### src/rtl/flag_order_ctrl.sv
// Flag-order selection controller: two players each step through four order codes
// and lock them in, with frame-synchronous display updates, a HUD blink and a selection timeout.
module flag_order_ctrl #(
   parameter int BLINK_FRAMES   = 30,
   parameter int TIMEOUT_FRAMES = 600
) (
   input  logic       clk,
   input  logic       rst,
   input  logic       frame_start,
   input  logic       p1_next,
   input  logic       p2_next,
   input  logic       p1_confirm,
   input  logic       p2_confirm,
   input  logic       round_reset,
   output logic [1:0] p1_order,
   output logic [1:0] p2_order,
   output logic       p1_locked,
   output logic       p2_locked,
   output logic       both_locked,
   output logic       hud_blink
);

   typedef enum logic {SELECT, LOCKED} player_t;
   typedef enum logic [1:0] {PICK, WAIT, READY} phase_t;

   localparam logic [9:0] TMO_LAST = 10'(TIMEOUT_FRAMES - 1);
   localparam logic [9:0] BLK_LAST = 10'(BLINK_FRAMES - 1);

   player_t    p1_st, p1_st_nxt, p2_st, p2_st_nxt;
   phase_t     phase, phase_nxt;
   logic [1:0] p1_pend, p1_pend_nxt, p2_pend, p2_pend_nxt;
   logic [1:0] p1_order_nxt, p2_order_nxt;
   logic [9:0] tmo_cnt, tmo_cnt_nxt, blk_cnt, blk_cnt_nxt;
   logic       hud_nxt;
   logic       timeout_hit;

   always_ff @(posedge clk or posedge rst) begin
      if (rst) begin
         p1_st       <= SELECT;
         p2_st       <= SELECT;
         phase       <= PICK;
         p1_pend     <= '0;
         p2_pend     <= '0;
         p1_order    <= '0;
         p2_order    <= '0;
         tmo_cnt     <= '0;
         blk_cnt     <= '0;
         hud_blink   <= 1'b0;
         p1_locked   <= 1'b0;
         p2_locked   <= 1'b0;
         both_locked <= 1'b0;
      end else begin
         p1_st       <= p1_st_nxt;
         p2_st       <= p2_st_nxt;
         phase       <= phase_nxt;
         p1_pend     <= p1_pend_nxt;
         p2_pend     <= p2_pend_nxt;
         p1_order    <= p1_order_nxt;
         p2_order    <= p2_order_nxt;
         tmo_cnt     <= tmo_cnt_nxt;
         blk_cnt     <= blk_cnt_nxt;
         hud_blink   <= hud_nxt;
         p1_locked   <= (p1_st_nxt == LOCKED);
         p2_locked   <= (p2_st_nxt == LOCKED);
         both_locked <= (phase_nxt == READY);
      end
   end

   always_comb begin
      p1_st_nxt    = p1_st;
      p2_st_nxt    = p2_st;
      phase_nxt    = phase;
      p1_pend_nxt  = p1_pend;
      p2_pend_nxt  = p2_pend;
      p1_order_nxt = p1_order;
      p2_order_nxt = p2_order;
      tmo_cnt_nxt  = tmo_cnt;
      blk_cnt_nxt  = blk_cnt;
      hud_nxt      = hud_blink;
      timeout_hit  = frame_start && (phase != READY) && (tmo_cnt == TMO_LAST);

      if (round_reset) begin
         p1_st_nxt    = SELECT;
         p2_st_nxt    = SELECT;
         phase_nxt    = PICK;
         p1_pend_nxt  = '0;
         p2_pend_nxt  = '0;
         p1_order_nxt = '0;
         p2_order_nxt = '0;
         tmo_cnt_nxt  = '0;
         blk_cnt_nxt  = '0;
         hud_nxt      = 1'b0;
      end else begin
         // Visible codes take the pre-edge pending value, so a same-cycle next shows a frame later.
         if (frame_start) begin
            p1_order_nxt = p1_pend;
            p2_order_nxt = p2_pend;
         end

         unique case (p1_st)
            SELECT: begin
               if (p1_confirm || timeout_hit) p1_st_nxt = LOCKED;
               else if (p1_next)              p1_pend_nxt = p1_pend + 2'd1;
            end
            LOCKED: ;
         endcase

         unique case (p2_st)
            SELECT: begin
               if (p2_confirm || timeout_hit) p2_st_nxt = LOCKED;
               else if (p2_next)              p2_pend_nxt = p2_pend + 2'd1;
            end
            LOCKED: ;
         endcase

         unique case (phase)
            PICK, WAIT: begin
               if (p1_st_nxt == LOCKED && p2_st_nxt == LOCKED)    phase_nxt = READY;
               else if (p1_st_nxt == LOCKED || p2_st_nxt == LOCKED) phase_nxt = WAIT;
               else                                                 phase_nxt = PICK;
            end
            READY: phase_nxt = READY;
            default: phase_nxt = PICK;
         endcase

         if (phase_nxt == READY) begin
            tmo_cnt_nxt = '0;
            blk_cnt_nxt = '0;
            hud_nxt     = 1'b0;
         end else if (frame_start) begin
            tmo_cnt_nxt = tmo_cnt + 10'd1;
            if (blk_cnt == BLK_LAST) begin
               blk_cnt_nxt = '0;
               hud_nxt     = ~hud_blink;
            end else begin
               blk_cnt_nxt = blk_cnt + 10'd1;
            end
         end
      end
   end

endmodule

### config.mk
export PLATFORM = sky130hd
export DESIGN_NAME = flag_order_ctrl
export DESIGN_NICKNAME = d
export VERILOG_FILES = /design/src/rtl/flag_order_ctrl.sv
export SDC_FILE = /design/constraint.sdc
export NUM_CORES = 1
export LEC_CHECK = 0
export BUFFER_PORTS_ARGS = -buffer_cell sky130_fd_sc_hd__buf_2
export CORE_MARGIN = 2
export CORE_UTILIZATION = 40
export CTS_CLUSTER_DIAMETER = 200
export DETAILED_ROUTE_END_ITERATION = 7
export HOLD_SLACK_MARGIN = 0.15
export PLACE_DENSITY = 0.7
export SYNTH_ARGS = -nofsm -noshare
export SYNTH_HDL_FRONTEND = slang
export SYNTH_SLANG_ARGS = --single-unit
### constraint.sdc
create_clock -name clk -period 2.55 [get_ports clk]
set_input_delay 0.1275 -clock clk [delete_from_list [all_inputs] [get_ports clk]]
set_output_delay 0.1275 -clock clk [all_outputs]
set_load 0.02 [all_outputs]
==> key figures <==
STA
  – Final Hold Fails: 0
  – Slew margin rel.: between 60% and 70%
  – Max Transition Viols Final: 0
  – Setup TNS: 0 ps
  – # setup viols final: 0
  – Clock period minus worst slack: 2470 ps
  – Slew @ Worst Pin: about 470 ps
  – Worst hold slack: ~190 ps
  – Fmax: between 400 and 500 MHz
  – Final period util: ~97%
  – Clock skew: between 5 and 6 ps

Floorplan
  – Die W: 69.8 um
  – Starting Density: 42.3%
  – # IOs: 16
  – Area of the die: around 5000 um2
  – Row count: 23
  – CORE AREA: ~4000 um2
  – Die Ht: 69.8 um

Finish
  – Most frequent cells in the layout: dfrtp_1 (34), nor2_1 (17), buf_2 (15), buf_4 (15)
  – Commonest non-fill, non-tap cell in the layout: dfrtp_1
  – Layout cells sized above 1: roughly 25%
  – Area Growth Syn to Fin: 24.0%
  – Final Instance Area: 2140 um2
  – Final-layout fill cell count: ~370
  – Non-Filler Instances: 255
  – Nets: 216
  – Antenna Cells: 0

Critical path
  – Critical setup path kind: reg2reg
  – CP max stage cell: o41ai_4
  – Required time worst endpoint: about 2800 ps
  – Critical Path, Cell by Cell: nand4bb_4 > o41ai_4 > ha_4 > nor3b_4 > buf_6 > o41ai_2 > or3_1 > a21oi_2
  – Worst path max stage delay: 450 ps
  – Reg2reg start: tmo_cnt[8]
  – Critical Path AT: between 2000 and 3000 ps
  – Crit-path max FO: 5
  – Delay-heaviest family, CP: simple AND/OR/NAND/NOR gates
  – Crit end category: flip-flop
  – Worst path bufs/invs: 1
  – Startpoint type of the worst setup path: flip-flop
  – Reg2Reg Setup Slack: ~84 ps
  – CP startpoint: tmo_cnt[8]

Synth
  – Synth Register Bits: 34
  – Share of flip-flops with an asynchronous set or reset: 100%
  – Largest family of logic cells by synthesized area: simple AND/OR/NAND/NOR gates
  – Mapped Cells: around 170
  – Syn Area/Cell: roughly 10 um2
  – Cell variety after synth: 34
  – Compound-gate portion of the synthesized area: between 10% and 20%
  – Number of flops mapped to enable cells by yosys: 0
  – Mapped cell area: ~1700 um2
  – Simple-gate share of the synthesized area: between 20% and 30%
  – Register area share after synthesis: approximately half
  – Synth Area in XOR/XNOR: about 4.1%
  – YS warnings: 0
  – Post-synthesis adder-cell area fraction: approximately 2.9%
  – Syn Nets: roughly 180
  – Synth Flop Type: dfrtp_1
  – Multiplexer share of the synthesized area: between 2 and 3%

Routing
  – Vias/cell: ~5.4
  – Number of remaining DRC errors: 0
  – DRT Pass-1 Iters: 4
  – First-iteration detailed-routing DRC count: 24
  – DRT antenna net count: 0
  – WL final: about 3.6 mm
  – DR vias: around 1400
  – WL/cell: approximately 14 um

GRT
  – Global-route wire length before repair: between 6 and 7 mm
  – Pin count of the biggest net entering global routing: 35
  – Vias in the first global route: 1309
  – Gr ovfl total: 0
  – Initial antenna violation count: 0
  – Overall Global Routing Usage: between 10% and 20%

Clock tree
  – Root buffer cell: clkbuf_8
  – CTS H-tree depth: 2
  – Worst-Skew Late Latency: between 200 and 300 ps
  – Num CTS Buffers: 5
  – Reg clk slew, reported paths: approximately 70 ps
  – Clock Sinks: 34
  – CTS tree: done
  – Maximum clock path buffer count: 2

Pwr
  – Power Dens Cells: between 500 and 600 nW/um2
  – Power, Total: roughly 1.1 mW
  – Leak: roughly 0.96 nW
  – VDD IR max: about 0.00034 V

Min path
  – Min-delay worst type: in2reg
  – Hold Path Origin: p1_next

Placed design
  – PortBufs: 15
  – Cell count after placement: between 200 and 250
  – Hpwl dp: 2.42 mm
  – Post-DP Area: around 1900 um2
  – Routability cong.: between 0.8 and 0.9

Flow run
  – Max-cap viol count: 0

Outcome
  – Status: finished clean
-- flip-flops by register name, summed over array words and instances (netlist names) --
name	count
phase	2
p1_order	2
both_locked	1
tmo_cnt	10
p1_st	1
blk_cnt	10
p2_st	1
p2_pend	2
hud_blink	1
p2_order	2
p1_pend	2
-- stage by stage --
| step | utilization, % | setup slack (ps) |
|---|---|---|
| floorplan | - | 1.84 |
| global placement | 47.6 | 110 |
| detailed placement | 47.6 | 14.8 |
| CTS | 50.2 | 22.2 |
| global route | 52.4 | -61.7 |
| finish | 52.4 | 83.7 |
-- timing repair --
item,in CTS,in global routing
hold endpoints to repair,34,0
pin swaps,0,6
gates cloned,0,0
endpoints found under the setup margin,1,9
resized for setup,1,12
buffers inserted,0,3
hold buffers,1,0
-- area by class of cell --
| class | instances | area [um2] | area share [%] |
|---|---|---|---|
| clock inverter | 1 | 5.00 | 0.234 |
| clock buffer | 7 | 86.3 | 4.03 |
| sequential | 34 | 851 | 39.7 |
| inverter | 7 | 26.3 | 1.23 |
| tap | 50 | 62.6 | 2.92 |
| timing repair buffer | 32 | 209 | 9.75 |
| multi-input combinational | 124 | 903 | 42.1 |
-- cells by family after synthesis --
kind of cell	count (synthesis)
simple gates	71
compound gates	36
buf+inv	11
flops	34
mux	5
fa+ha+maj	4
xor+xnor	8
-- cell usage after synthesis (3+ instances only) --
| master | number | area [um2] |
|---|---|---|
| a21oi_1 | 13 | 65.1 |
| and2_1 | 4 | 25.0 |
| and3_1 | 4 | 25.0 |
| and4_1 | 3 | 26.3 |
| dfrtp_1 | 34 | 851 |
| ha_1 | 4 | 50.1 |
| inv_1 | 7 | 26.3 |
| mux2i_1 | 5 | 50.1 |
| nand2_1 | 10 | 37.5 |
| nand3_1 | 7 | 35.0 |
| nand4_1 | 3 | 18.8 |
| nor2_1 | 17 | 63.8 |
| o21ai_0 | 5 | 25.0 |
| o21ai_1 | 7 | 35.0 |
| o31ai_1 | 3 | 22.5 |
| or3_1 | 11 | 68.8 |
| or4_1 | 4 | 30.0 |
| xor2_1 | 6 | 52.6 |
-- worst register-to-register path: cells and delay by family, from the launching register on --
kind	cells	cell delay [ps]
AND/OR/NAND/NOR	3	900
buffers and inverters	1	140
AO/OA/AOI/OAI	3	690
flip-flops	1	400
adder cells (fa/ha/maj)	1	270
-- final timing paths --
| check | end | cells after the start |
|---|---|---|
| max | blk_cnt[4] | 8 |
| min | p1_pend[0] | 4 |
| max reg2reg | blk_cnt[4] | 8 |
| min reg2reg | phase[1] | 1 |
| max in group asynchronous | tmo_cnt[3] | 4 |
| min in group asynchronous | blk_cnt[6] | 4 |
-- routing by layer --
metal  vias up  global-route usage [%]  wire [um]  part of all wire [%]
met4         0                    5.13         46                   1.3
met2        24                    25.7       1750                    49
met1       654                    19.7       1650                    46
met5         -                       0          0                     0
met3         6                    4.22        127                   3.6
li1        682                       -          -                     -
-- where the power goes --
part           switching (mW)  total (mW)  internal, mW
clock network           0.196       0.414         0.218
registers              0.0122       0.568         0.555
logic                  0.0901       0.156        0.0656
(Power assumes the default switching activity.)
